===== src/rtl/mesi_pkg.sv =====
// Shared MESI definitions: snoop bus ops, cache line states and responder FSM states.
package mesi_pkg;

  typedef enum logic [1:0] {
    OpIllegal    = 2'd0,
    OpRdMiss     = 2'd1,
    OpWrMiss     = 2'd2,
    OpInvalidate = 2'd3
  } bus_op_e;

  typedef enum logic [1:0] {
    LineI = 2'd0,
    LineS = 2'd1,
    LineM = 2'd2,
    LineE = 2'd3
  } line_state_e;

  typedef enum logic [1:0] {
    StIdle  = 2'd0,
    StSnoop = 2'd1,
    StResp  = 2'd2,
    StDone  = 2'd3
  } resp_state_e;

  // Width of a pointer selecting one of n requesters (at least one bit).
  function automatic int unsigned ptr_width(input int unsigned n);
    return (n > 1) ? $clog2(n) : 1;
  endfunction

endpackage


===== src/rtl/snoop_bus_responder_if.sv =====
// Request, snoop-broadcast, snoop-response and completion signals of the MESI snoop bus.
interface snoop_bus_responder_if #(
  parameter int unsigned NPROC  = 3,
  parameter int unsigned ADDR_W = 3,
  parameter int unsigned DATA_W = 3
);
  logic [NPROC-1:0]        req;
  logic [2*NPROC-1:0]      req_op;
  logic [ADDR_W*NPROC-1:0] req_addr;
  logic [DATA_W*NPROC-1:0] req_wdata;
  logic [NPROC-1:0]        gnt;
  logic                    bus_valid;
  logic [1:0]              bus_op;
  logic [ADDR_W-1:0]       bus_addr;
  logic [NPROC-1:0]        bus_src;
  logic [NPROC-1:0]        snoop_shared;
  logic [NPROC-1:0]        snoop_wb;
  logic [DATA_W*NPROC-1:0] snoop_wb_data;
  logic [NPROC-1:0]        done;
  logic [DATA_W-1:0]       resp_data;
  logic                    resp_shared;
  logic                    err;

  modport master (
    input  req, req_op, req_addr, req_wdata, snoop_shared, snoop_wb, snoop_wb_data,
    output gnt, bus_valid, bus_op, bus_addr, bus_src, done, resp_data, resp_shared, err
  );

  modport slave (
    output req, req_op, req_addr, req_wdata, snoop_shared, snoop_wb, snoop_wb_data,
    input  gnt, bus_valid, bus_op, bus_addr, bus_src, done, resp_data, resp_shared, err
  );
endinterface


===== src/rtl/rr_arbiter.sv =====
// Combinational round-robin arbiter: first requester at or after ptr_i wins, one-hot grant.
module rr_arbiter #(
  parameter int unsigned NPROC = 3,
  parameter int unsigned PtrW  = 2
) (
  input  logic [NPROC-1:0] req_i,
  input  logic [PtrW-1:0]  ptr_i,
  output logic [NPROC-1:0] gnt_o
);
  logic [2*NPROC-1:0] dbl_req, dbl_gnt;
  logic [NPROC-1:0]   rot_req, rot_gnt;

  // Rotate so the pointer lands on bit 0, isolate the lowest set bit, rotate back.
  always_comb begin
    dbl_req = {req_i, req_i} >> ptr_i;
    rot_req = dbl_req[NPROC-1:0];
    rot_gnt = rot_req & (~rot_req + NPROC'(1));
    dbl_gnt = {rot_gnt, rot_gnt} << ptr_i;
    gnt_o   = dbl_gnt[2*NPROC-1:NPROC];
  end
endmodule


===== src/rtl/snoop_bus_responder.sv =====
// Memory-side MESI snoop responder: arbitrates requests, broadcasts them, gathers snoop
// responses and completes each access against an internal word memory.
module snoop_bus_responder
  import mesi_pkg::*;
#(
  parameter int unsigned NPROC  = 3,
  parameter int unsigned ADDR_W = 3,
  parameter int unsigned DATA_W = 3
) (
  input logic                   clock,
  input logic                   reset_n,
  snoop_bus_responder_if.master bus
);
  localparam int unsigned PtrW  = ptr_width(NPROC);
  localparam int unsigned Depth = 2 ** ADDR_W;

  resp_state_e       state_q, state_d;
  bus_op_e           op_q, op_d;
  logic [ADDR_W-1:0] addr_q, addr_d;
  logic [DATA_W-1:0] wdata_q, wdata_d;
  logic [NPROC-1:0]  src_q, src_d;
  logic [PtrW-1:0]   src_idx_q, src_idx_d, rr_q, rr_d;
  logic              abort_q, abort_d, shared_q, shared_d;
  logic              multi_wb_q, multi_wb_d, err_q, err_d;
  logic [DATA_W-1:0] wb_data_q, wb_data_d;
  logic [DATA_W-1:0] mem_q [Depth];
  logic              mem_we;
  logic [DATA_W-1:0] mem_wdata;

  logic [NPROC-1:0]  win_gnt, wb_m, shared_m;
  logic [PtrW-1:0]   win_idx;
  logic [DATA_W-1:0] wb_sel;

  logic [NPROC-1:0]  gnt, done;
  logic              bus_valid, resp_shared;
  logic [1:0]        bus_op;
  logic [ADDR_W-1:0] bus_addr;
  logic [NPROC-1:0]  bus_src;
  logic [DATA_W-1:0] resp_data;

  rr_arbiter #(
    .NPROC(NPROC),
    .PtrW (PtrW)
  ) u_arb (
    .req_i(bus.req),
    .ptr_i(rr_q),
    .gnt_o(win_gnt)
  );

  always_comb begin
    win_idx = '0;
    for (int unsigned i = 0; i < NPROC; i++) begin
      if (win_gnt[i]) win_idx = PtrW'(i);
    end
  end

  // The originator's own snoop responses are ignored; lowest-index writeback supplies data.
  assign wb_m     = bus.snoop_wb & ~src_q;
  assign shared_m = bus.snoop_shared & ~src_q;

  always_comb begin
    wb_sel = '0;
    for (int i = int'(NPROC) - 1; i >= 0; i--) begin
      if (wb_m[i]) wb_sel = bus.snoop_wb_data[i*DATA_W +: DATA_W];
    end
  end

  always_comb begin
    state_d    = state_q;
    op_d       = op_q;
    addr_d     = addr_q;
    wdata_d    = wdata_q;
    src_d      = src_q;
    src_idx_d  = src_idx_q;
    rr_d       = rr_q;
    abort_d    = abort_q;
    shared_d   = shared_q;
    multi_wb_d = multi_wb_q;
    wb_data_d  = wb_data_q;
    err_d      = err_q;
    mem_we     = 1'b0;
    mem_wdata  = '0;
    gnt        = '0;
    bus_valid  = 1'b0;
    bus_op     = '0;
    bus_addr   = '0;
    bus_src    = '0;
    done       = '0;
    resp_data  = '0;
    resp_shared = 1'b0;
    unique case (state_q)
      StIdle: begin
        if (|bus.req) begin
          op_d      = bus_op_e'(bus.req_op[int'(win_idx)*2 +: 2]);
          addr_d    = bus.req_addr[int'(win_idx)*int'(ADDR_W) +: ADDR_W];
          wdata_d   = bus.req_wdata[int'(win_idx)*int'(DATA_W) +: DATA_W];
          src_d     = win_gnt;
          src_idx_d = win_idx;
          state_d   = StSnoop;
        end
      end
      StSnoop: begin
        gnt       = src_q;
        bus_valid = 1'b1;
        bus_op    = op_q;
        bus_addr  = addr_q;
        bus_src   = src_q;
        state_d   = StResp;
      end
      StResp: begin
        abort_d    = |wb_m;
        shared_d   = |shared_m;
        multi_wb_d = (wb_m & (wb_m - NPROC'(1))) != '0;
        wb_data_d  = wb_sel;
        state_d    = StDone;
      end
      StDone: begin
        done = src_q;
        case (op_q)
          OpRdMiss: begin
            resp_data   = abort_q ? wb_data_q : mem_q[addr_q];
            resp_shared = shared_q | abort_q;
            mem_we      = abort_q;
            mem_wdata   = wb_data_q;
          end
          OpWrMiss: begin
            mem_we    = 1'b1;
            mem_wdata = wdata_q;
          end
          default: ;
        endcase
        // An illegal op completes like INVALIDATE but is still flagged.
        if (multi_wb_q || op_q == OpIllegal || (abort_q && op_q == OpInvalidate)) err_d = 1'b1;
        rr_d    = (src_idx_q == PtrW'(NPROC - 1)) ? '0 : src_idx_q + PtrW'(1);
        state_d = StIdle;
      end
      default: state_d = StIdle;
    endcase
  end

  always_ff @(posedge clock or negedge reset_n) begin
    if (!reset_n) begin
      state_q    <= StIdle;
      op_q       <= OpIllegal;
      addr_q     <= '0;
      wdata_q    <= '0;
      src_q      <= '0;
      src_idx_q  <= '0;
      rr_q       <= '0;
      abort_q    <= 1'b0;
      shared_q   <= 1'b0;
      multi_wb_q <= 1'b0;
      wb_data_q  <= '0;
      err_q      <= 1'b0;
    end else begin
      state_q    <= state_d;
      op_q       <= op_d;
      addr_q     <= addr_d;
      wdata_q    <= wdata_d;
      src_q      <= src_d;
      src_idx_q  <= src_idx_d;
      rr_q       <= rr_d;
      abort_q    <= abort_d;
      shared_q   <= shared_d;
      multi_wb_q <= multi_wb_d;
      wb_data_q  <= wb_data_d;
      err_q      <= err_d;
    end
  end

  always_ff @(posedge clock or negedge reset_n) begin
    if (!reset_n) begin
      for (int i = 0; i < int'(Depth); i++) mem_q[i] <= '0;
    end else if (mem_we) begin
      mem_q[addr_q] <= mem_wdata;
    end
  end

  assign bus.gnt         = gnt;
  assign bus.bus_valid   = bus_valid;
  assign bus.bus_op      = bus_op;
  assign bus.bus_addr    = bus_addr;
  assign bus.bus_src     = bus_src;
  assign bus.done        = done;
  assign bus.resp_data   = resp_data;
  assign bus.resp_shared = resp_shared;
  assign bus.err         = err_q;
endmodule


===== src/flat_wrapper.sv =====
// flat-port wrapper written by rule: the top's interface ports become plain ports
module snoop_bus_responder_flat import mesi_pkg::*;
#(
  parameter int unsigned NPROC  = 3,
  parameter int unsigned ADDR_W = 3,
  parameter int unsigned DATA_W = 3
)
  (clock, reset_n, bus_req, bus_req_op, bus_req_addr, bus_req_wdata, bus_snoop_shared, bus_snoop_wb, bus_snoop_wb_data, bus_gnt, bus_bus_valid, bus_bus_op, bus_bus_addr, bus_bus_src, bus_done, bus_resp_data, bus_resp_shared, bus_err);
  snoop_bus_responder_if #(.NPROC(NPROC), .ADDR_W(ADDR_W), .DATA_W(DATA_W)) bus_i ();
  input logic clock;
  input logic reset_n;
  input wire logic [$bits(bus_i.req)-1:0] bus_req;
  input wire logic [$bits(bus_i.req_op)-1:0] bus_req_op;
  input wire logic [$bits(bus_i.req_addr)-1:0] bus_req_addr;
  input wire logic [$bits(bus_i.req_wdata)-1:0] bus_req_wdata;
  input wire logic [$bits(bus_i.snoop_shared)-1:0] bus_snoop_shared;
  input wire logic [$bits(bus_i.snoop_wb)-1:0] bus_snoop_wb;
  input wire logic [$bits(bus_i.snoop_wb_data)-1:0] bus_snoop_wb_data;
  output wire logic [$bits(bus_i.gnt)-1:0] bus_gnt;
  output wire logic [$bits(bus_i.bus_valid)-1:0] bus_bus_valid;
  output wire logic [$bits(bus_i.bus_op)-1:0] bus_bus_op;
  output wire logic [$bits(bus_i.bus_addr)-1:0] bus_bus_addr;
  output wire logic [$bits(bus_i.bus_src)-1:0] bus_bus_src;
  output wire logic [$bits(bus_i.done)-1:0] bus_done;
  output wire logic [$bits(bus_i.resp_data)-1:0] bus_resp_data;
  output wire logic [$bits(bus_i.resp_shared)-1:0] bus_resp_shared;
  output wire logic [$bits(bus_i.err)-1:0] bus_err;
  assign bus_i.req = bus_req;
  assign bus_i.req_op = bus_req_op;
  assign bus_i.req_addr = bus_req_addr;
  assign bus_i.req_wdata = bus_req_wdata;
  assign bus_i.snoop_shared = bus_snoop_shared;
  assign bus_i.snoop_wb = bus_snoop_wb;
  assign bus_i.snoop_wb_data = bus_snoop_wb_data;
  assign bus_gnt = bus_i.gnt;
  assign bus_bus_valid = bus_i.bus_valid;
  assign bus_bus_op = bus_i.bus_op;
  assign bus_bus_addr = bus_i.bus_addr;
  assign bus_bus_src = bus_i.bus_src;
  assign bus_done = bus_i.done;
  assign bus_resp_data = bus_i.resp_data;
  assign bus_resp_shared = bus_i.resp_shared;
  assign bus_err = bus_i.err;
  snoop_bus_responder #(.NPROC(NPROC), .ADDR_W(ADDR_W), .DATA_W(DATA_W)) u_core (.clock(clock), .reset_n(reset_n), .bus(bus_i));
endmodule

===== config.mk =====
export PLATFORM = sky130hd
export DESIGN_NAME = snoop_bus_responder_flat
export DESIGN_NICKNAME = d
export VERILOG_FILES = /design/src/rtl/mesi_pkg.sv /design/src/rtl/snoop_bus_responder_if.sv /design/src/rtl/rr_arbiter.sv /design/src/rtl/snoop_bus_responder.sv /design/src/flat_wrapper.sv
export SDC_FILE = /design/constraint.sdc
export NUM_CORES = 1
export LEC_CHECK = 0
export ABC_AREA = 1
export BUFFER_PORTS_ARGS = -buffer_cell sky130_fd_sc_hd__buf_2
export CORE_UTILIZATION = 40
export DETAILED_ROUTE_END_ITERATION = 10
export PLACE_DENSITY_LB_ADDON = 0.12
export SETUP_SLACK_MARGIN = 0.2
export SLEW_MARGIN = 15
export SYNTH_ARGS = -nofsm -noshare
export SYNTH_HDL_FRONTEND = slang
export SYNTH_SLANG_ARGS = --single-unit

===== constraint.sdc =====
create_clock -name clock -period 1.81 [get_ports clock]
set_input_delay 0.0905 -clock clock [delete_from_list [all_inputs] [get_ports clock]]
set_output_delay 0.0905 -clock clock [all_outputs]
set_load 0.02 [all_outputs]

==> results of run 1 <==
-- worst paths after layout --
kind / startpoint / to / slack [ns] / cells past startpoint
max reg2reg: u_core.rr_q[0] / u_core.src_idx_q[1] / 0.19 / 12
min: bus_snoop_shared[1] / u_core.shared_q / 0.04 / 3
min reg2reg: u_core.src_idx_q[0] / u_core.rr_q[0] / 0.46 / 1
min in group asynchronous: reset_n / u_core.mem_q[10] / 0.27 / 2
max: u_core.addr_q[0] / bus_resp_data[2] / -0.01 / 8
max in group asynchronous: reset_n / u_core.addr_q[0] / 0.93 / 3
-- what timing repair did --
| item | in CTS | in global routing |
|---|---|---|
| gates cloned | 0 | 3 |
| endpoints found under the hold margin | 18 | 0 |
| setup buffers | 4 | 19 |
| pin swaps | 2 | 22 |
| endpoints found under the setup margin | 44 | 40 |
| gates resized for setup | 22 | 77 |
| hold buffers | 1 | 0 |
-- synthesized netlist by cell type (all sizes together), types with 2 or more instances --
master and instances:
a21oi 12, ha 8, inv 63, nand2 138
nand4 3, buf 8, o22ai 10, a22oi 2
o2111ai 3, a31oi 5, clkbuf 4, nand3 29
dfrtp 47, nor3 3, nor2 22, o21ai 32
-- area by class of cell --
cell class	instances	area share
timing repair buffer	97	0.157
clock buffer	6	0.0179
multi-input combinational	278	0.426
clock inverter	2	0.0148
inverter	64	0.0624
tap	96	0.0296
sequential	47	0.292
-- routing by layer --
metal / vias up / share of wire / GRT usage
met5: - / 0 / 0
met1: 1318 / 0.47 / 0.287
li1: 1468 / - / -
met3: 6 / 0.047 / 0.0351
met2: 75 / 0.47 / 0.328
met4: 0 / 0.0089 / 0.0358
-- flip-flops by register name, indices dropped and copies added (netlist names) --
name,flops
u_core.addr_q,3
u_core.bus.err,1
u_core.wdata_q,3
u_core.src_idx_q,2
u_core.state_q,2
u_core.rr_q,2
u_core.multi_wb_q,1
u_core.shared_q,1
u_core.op_q,2
u_core.wb_data_q,3
u_core.abort_q,1
u_core.src_q,2
u_core.mem_q,24
-- metrics by stage --
stage / setup slack (ns) / hold WS, ns / TNS [ns] / cell area [sq um]
6_report: -0.0122 / 0.0440 / -0.0122 / 4050
5_1_grt: -0.0936 / 0.0571 / -0.277 / 4050
4_1_cts: 0.0277 / 0.0448 / 0 / 3580
3_5_place_dp: 0.0973 / 0.0644 / 0 / 3350
3_3_place_gp: 0.143 / 0.0735 / 0 / 3350
2_1_floorplan: 0.260 / -0.205 / 0 / 2920
-- worst register-to-register path, stage by stage, from the launching register on --
cell and delay [ns]:
dfrtp_2 0.46, clkinv_4 0.11, nand2_4 0.05, nand2_1 0.07, nand2_1 0.07, nand2_2 0.09, nand3_4 0.08, nand2_4 0.09
nand3_4 0.16, nand2_8 0.16, buf_6 0.11, nand2_2 0.03, o21ai_1 0.06
-- kinds of logic (layout without fill, tap and decap cells) --
kind of cell / count (synthesis) / after routing
AND/OR/NAND/NOR: 196 / 199
buffers and inverters: 76 / 169
AO/OA/AOI/OAI: 71 / 71
flip-flops: 47 / 47
adder cells (fa/ha/maj): 8 / 8
-- power by group --
group / internal, mW / switching [mW] / total (mW)
sequential: 1.35 / 0.286 / 1.64
combinational: 1.34 / 1.99 / 3.33
clock: 0.552 / 0.352 / 0.904
total: 3.25 / 2.63 / 5.87
==> results.sh, run 1 <==
export IMPL_tightestPinTransition_ns=0.457
export IMPL_powerDensity_nw_per_um2=1450
export IMPL_routed_wl_um=7500
export IMPL_synth_xor_area_share=0
export IMPL_drt_pre_antenna_iters=4
export IMPL_ys_types=38
export IMPL_wl_per_cell_um=12.7
export IMPL_critPathLaunchType="register"
export IMPL_final_cell_mix="nand2_1, buf_2, inv_1"
export IMPL_yosysWarnings=0
export IMPL_synth_flop_cell="dfrtp_1"
export IMPL_grt_pass1_vias=2681
export IMPL_ff_latch_area_sq_um=1180
export IMPL_synth_top_cell_area_share=0.403
export IMPL_antenna_cells=0
export IMPL_die_x_um=87.5
export IMPL_layout_drive_gt1_share=0.379
export IMPL_crit_buf_inv=3
export IMPL_synth_seq_cells=47
export IMPL_synth_top_family_by_area="simple AND/OR/NAND/NOR gates"
export IMPL_vias=2867
export IMPL_min_path_type="primary input to register"
export IMPL_yosysTopAreaCell="dfrtp_1"
export IMPL_async_flop_share=1.00
export IMPL_peakVddDrop_mv=0.726
export IMPL_cts_tree="done"
export IMPL_cp_max_fo=8
export IMPL_final_antenna_net_count=0
export IMPL_end_kind="output port"
export IMPL_dp_cells=555
export IMPL_track_usage=0.203
export IMPL_power_mw=5.87
export IMPL_syn_nets=450
export IMPL_final_hold_viol_count=0
export IMPL_setup_ws_ns=-0.0122
export IMPL_postSynthCellCount=398
export IMPL_core_area_sq_um=6910
export IMPL_cts_clk_slew_worst_paths_ns=0.09
export IMPL_area_growth_pct=38.7
export IMPL_viasPerCell=4.86
export IMPL_drv_slew=0
export IMPL_multi_input_area_sq_um=1730
export IMPL_antenna_found_initial=0
export IMPL_hpwlAfterDp_um=5380
export IMPL_syn_area_sq_um=2920
export IMPL_synth_area_top_cells="dfrtp_1, nand2_1, inv_1, o21ai_0, nand3_1"
export IMPL_status="complete, but fails checks"
export IMPL_drc=0
export IMPL_critPathTopFamily="flip-flops"
export IMPL_grt_overflow=0
export IMPL_rsz0062_at_grt="true"
export IMPL_avgSynthCellArea_sq_um=7.34
export IMPL_critPathKind="register to output port"
export IMPL_dieArea_sq_um=7650
export IMPL_setup_viol=1
export IMPL_num_io_pins=64
export IMPL_slew_headroom=0.695
export IMPL_fmax_mhz=549
export IMPL_slowest_stage="dfrtp_2"
export IMPL_fillerInstances=653
export IMPL_gp_congestion=0.854
export IMPL_clkSinkCount=47
export IMPL_fin_crit_ns=1.82
export IMPL_finalClockSkew_ns=0.00796
export IMPL_rows=30
export IMPL_synth_mux_area_frac=0
export IMPL_fin_util=0.587
export IMPL_cap_violations=0
export IMPL_cts_htree_levels=2
export IMPL_cp_slowest_stage_delay_ns=0.50
export IMPL_synth_compound_area_frac=0.159
export IMPL_synth_edff_count=0
export IMPL_cts_root_buffer="clkbuf_8"
export IMPL_clk_latency_ns=0.30
export IMPL_violations="negative setup slack"
export IMPL_drt_initial_drc_count=130
export IMPL_synth_seq_area_share=0.403
export IMPL_arrival_ns=1.73
export IMPL_instances_no_fill=590
export IMPL_path_cells="inv_2 > nand2_2 > o22ai_1 > nor2_1 > o2111ai_1 > o21ai_1 > inv_1 > buf_2"
export IMPL_final_common_cell="nand2_1"
export IMPL_numCtsBuffers=5
export IMPL_io_buffer_count=63
export IMPL_nets=545
export IMPL_final_period_utilization=1.01
export IMPL_grt_max_degree=21
export IMPL_initial_core_util=0.423
export IMPL_die_h_um=87.5
export IMPL_p_leak_nw=2.09
export IMPL_cp_required_ns=1.72
export IMPL_synth_fa_ha_area_frac=0.0343
export IMPL_grt_pass1_wl_um=12200
export IMPL_clk_path_buf_depth=2
export IMPL_yosys_area_share_simple=0.291
No activity file was read; power rests on OpenSTA's default activity.
==> inputs of run 2 (changes only) <==
--- a/config.mk
+++ b/config.mk
@@ -7,7 +7,9 @@
 export LEC_CHECK = 0
 export ABC_AREA = 1
 export BUFFER_PORTS_ARGS = -buffer_cell sky130_fd_sc_hd__buf_2
-export CORE_UTILIZATION = 40
+export CELL_PAD_IN_SITES_DETAIL_PLACEMENT = 0
+export CELL_PAD_IN_SITES_GLOBAL_PLACEMENT = 1
+export CORE_UTILIZATION = 39
 export DETAILED_ROUTE_END_ITERATION = 10
 export PLACE_DENSITY_LB_ADDON = 0.12
 export SETUP_SLACK_MARGIN = 0.2
==> run 2 against run 1 <==
The run now ends clean. Critical path type unchanged. Register-to-register slack worse by 0.10 ns. Critical path depth unchanged. Combinational power up 3%. Global-route usage down 0.68 points.
==> results.sh, run 2 (synthesis results as in run 1) <==
export IMPL_status="completed"
export IMPL_rows=31
export IMPL_drc=0
export IMPL_setup_ws_ns=0.0228
export IMPL_place_area_sq_um=3380
export IMPL_tightestPinTransition_ns=0.457
export IMPL_clk_latency_ns=0.31
export IMPL_fin_util=0.559
export IMPL_min_path_type="primary input to register"
export IMPL_ff2ff_path_depth=12
export IMPL_grt_pass1_vias=2536
export IMPL_nets=551
export IMPL_end_kind="output port"
export IMPL_largest_reg_flops=24
export IMPL_met2_usage=0.304
export IMPL_cts_tree="done"
export IMPL_power_mw=5.76
export IMPL_cap_violations=0
export IMPL_regToRegStartpoint="u_core.rr_q[0]"
export IMPL_final_common_cell="nand2_1"
export IMPL_io_buffer_count=63
export IMPL_grt_overflow=0
export IMPL_antenna_found_initial=0
export IMPL_stdcell_area_sq_um=4050
export IMPL_drt_initial_drc_count=98
export IMPL_fmax_mhz=560
export IMPL_use_met1=0.288
export IMPL_drt_pre_antenna_iters=4
export IMPL_core_area_sq_um=7250
export IMPL_fin_crit_ns=1.79
export IMPL_die_x_um=88.6
export IMPL_vias=2859
export IMPL_area_growth_pct=38.8
export IMPL_top_register="u_core.mem_q"
export IMPL_instances_no_fill=599
export IMPL_crit_start="u_core.addr_q[1]"
export IMPL_grt_most_used_layer="met2"
export IMPL_use_met3=0.0326
export IMPL_clk_path_buf_depth=2
export IMPL_pre_cts_ws_ns=0.129
export IMPL_cts_htree_levels=2
export IMPL_drv_slew=0
export IMPL_rsz0062_at_grt="true"
export IMPL_slew_headroom=0.695
export IMPL_final_hold_viol_count=0
export IMPL_grt_pass1_wl_um=12000
export IMPL_peakVddDrop_mv=0.705
export IMPL_critPathKind="register to output port"
export IMPL_cts_clk_slew_worst_paths_ns=0.10
export IMPL_dp_cells=562
export IMPL_r2r_setup_slack_ns=0.09
export IMPL_critPathLaunchType="register"
export IMPL_die_h_um=88.6
export IMPL_layout_drive_gt1_share=0.390
export IMPL_final_antenna_net_count=0
export IMPL_arrival_ns=1.70
export IMPL_clkSinkCount=47
export IMPL_grt_max_degree=18
export IMPL_setup_viol=0
export IMPL_antenna_cells=0
export IMPL_cts_root_buffer="clkbuf_8"
export IMPL_cp_max_fo=7
export IMPL_r2r_end="u_core.wdata_q[1]"
export IMPL_final_cell_mix="nand2_1, buf_2, inv_1"
export IMPL_setup_tns_ns=0
export IMPL_finalClockSkew_ns=0.00948
export IMPL_cp_required_ns=1.72
export IMPL_dieArea_sq_um=7840
export IMPL_powerDensity_nw_per_um2=1420
export IMPL_crit_path_end="bus_resp_data[0]"
export IMPL_track_usage=0.196
export IMPL_routed_wl_um=7900
export IMPL_p_leak_nw=2.07
export IMPL_initial_core_util=0.403
export IMPL_gp_congestion=0.804
export IMPL_whs_ns=0.0436
export IMPL_viasPerCell=4.77
export IMPL_final_period_utilization=0.987
export IMPL_hpwlAfterDp_um=5530
export IMPL_num_io_pins=64
export IMPL_numCtsBuffers=5
export IMPL_wl_per_cell_um=13.2
==> run 2: how the worst min path moves through the flow <==
stage | from | endpoint | slack (ns) | cells past startpoint
floorplan | reset_n | u_core.abort_q | -0.21 | 0
global placement | reset_n | u_core.shared_q | 0.03 | 1
detailed placement | reset_n | u_core.bus.err | 0.04 | 1
CTS | bus_snoop_shared[1] | u_core.shared_q | 0.04 | 3
global route | bus_snoop_shared[1] | u_core.shared_q | 0.05 | 3
finish | bus_snoop_shared[1] | u_core.shared_q | 0.04 | 3
==> run 2: timing repair <==
action                                  in CTS  in global routing
endpoints found under the setup margin      44                 41
hold endpoints to repair                    14                  0
setup buffers                                4                 22
hold buffers                                 1                  0
pin swaps                                    4                 26
gates cloned                                 0                  2
gates resized for setup                     29                 73
==> run 2: layout make-up <==
| type | instances | area [sq um] |
|---|---|---|
| Multi-Input combinational cell | 277 | 1720 |
| Inverter | 64 | 260 |
| Sequential cell | 47 | 1180 |
| Fill cell | 673 | 3200 |
| Clock buffer | 5 | 68.8 |
| Clock inverter | 3 | 26.3 |
| Timing Repair Buffer | 104 | 677 |
| Tap cell | 99 | 124 |
==> run 2: worst max-delay path, stage by stage, from the launching register on <==
cell and delay, ns:
dfrtp_2 0.52, nor2_4 0.15, nand2_2 0.10, o22ai_2 0.19, nor2_1 0.07, nand4_1 0.09, nand2_1 0.06, inv_1 0.05
buf_2 0.15
==> run 2: per-layer routing <==
layer | vias up | routed length (um) | share of wire
met5 | - | 0 | 0
met4 | 0 | 86 | 0.011
met3 | 6 | 287 | 0.036
met2 | 71 | 3730 | 0.47
met1 | 1304 | 3790 | 0.48
li1 | 1478 | - | -
==> run 2: power by group <==
group / internal [mW] / leakage, nW / total [mW] / switching [mW]
clock: 0.287 / 0.0495 / 0.679 / 0.392
sequential: 1.35 / 0.603 / 1.65 / 0.297
combinational: 1.42 / 1.42 / 3.44 / 2.02
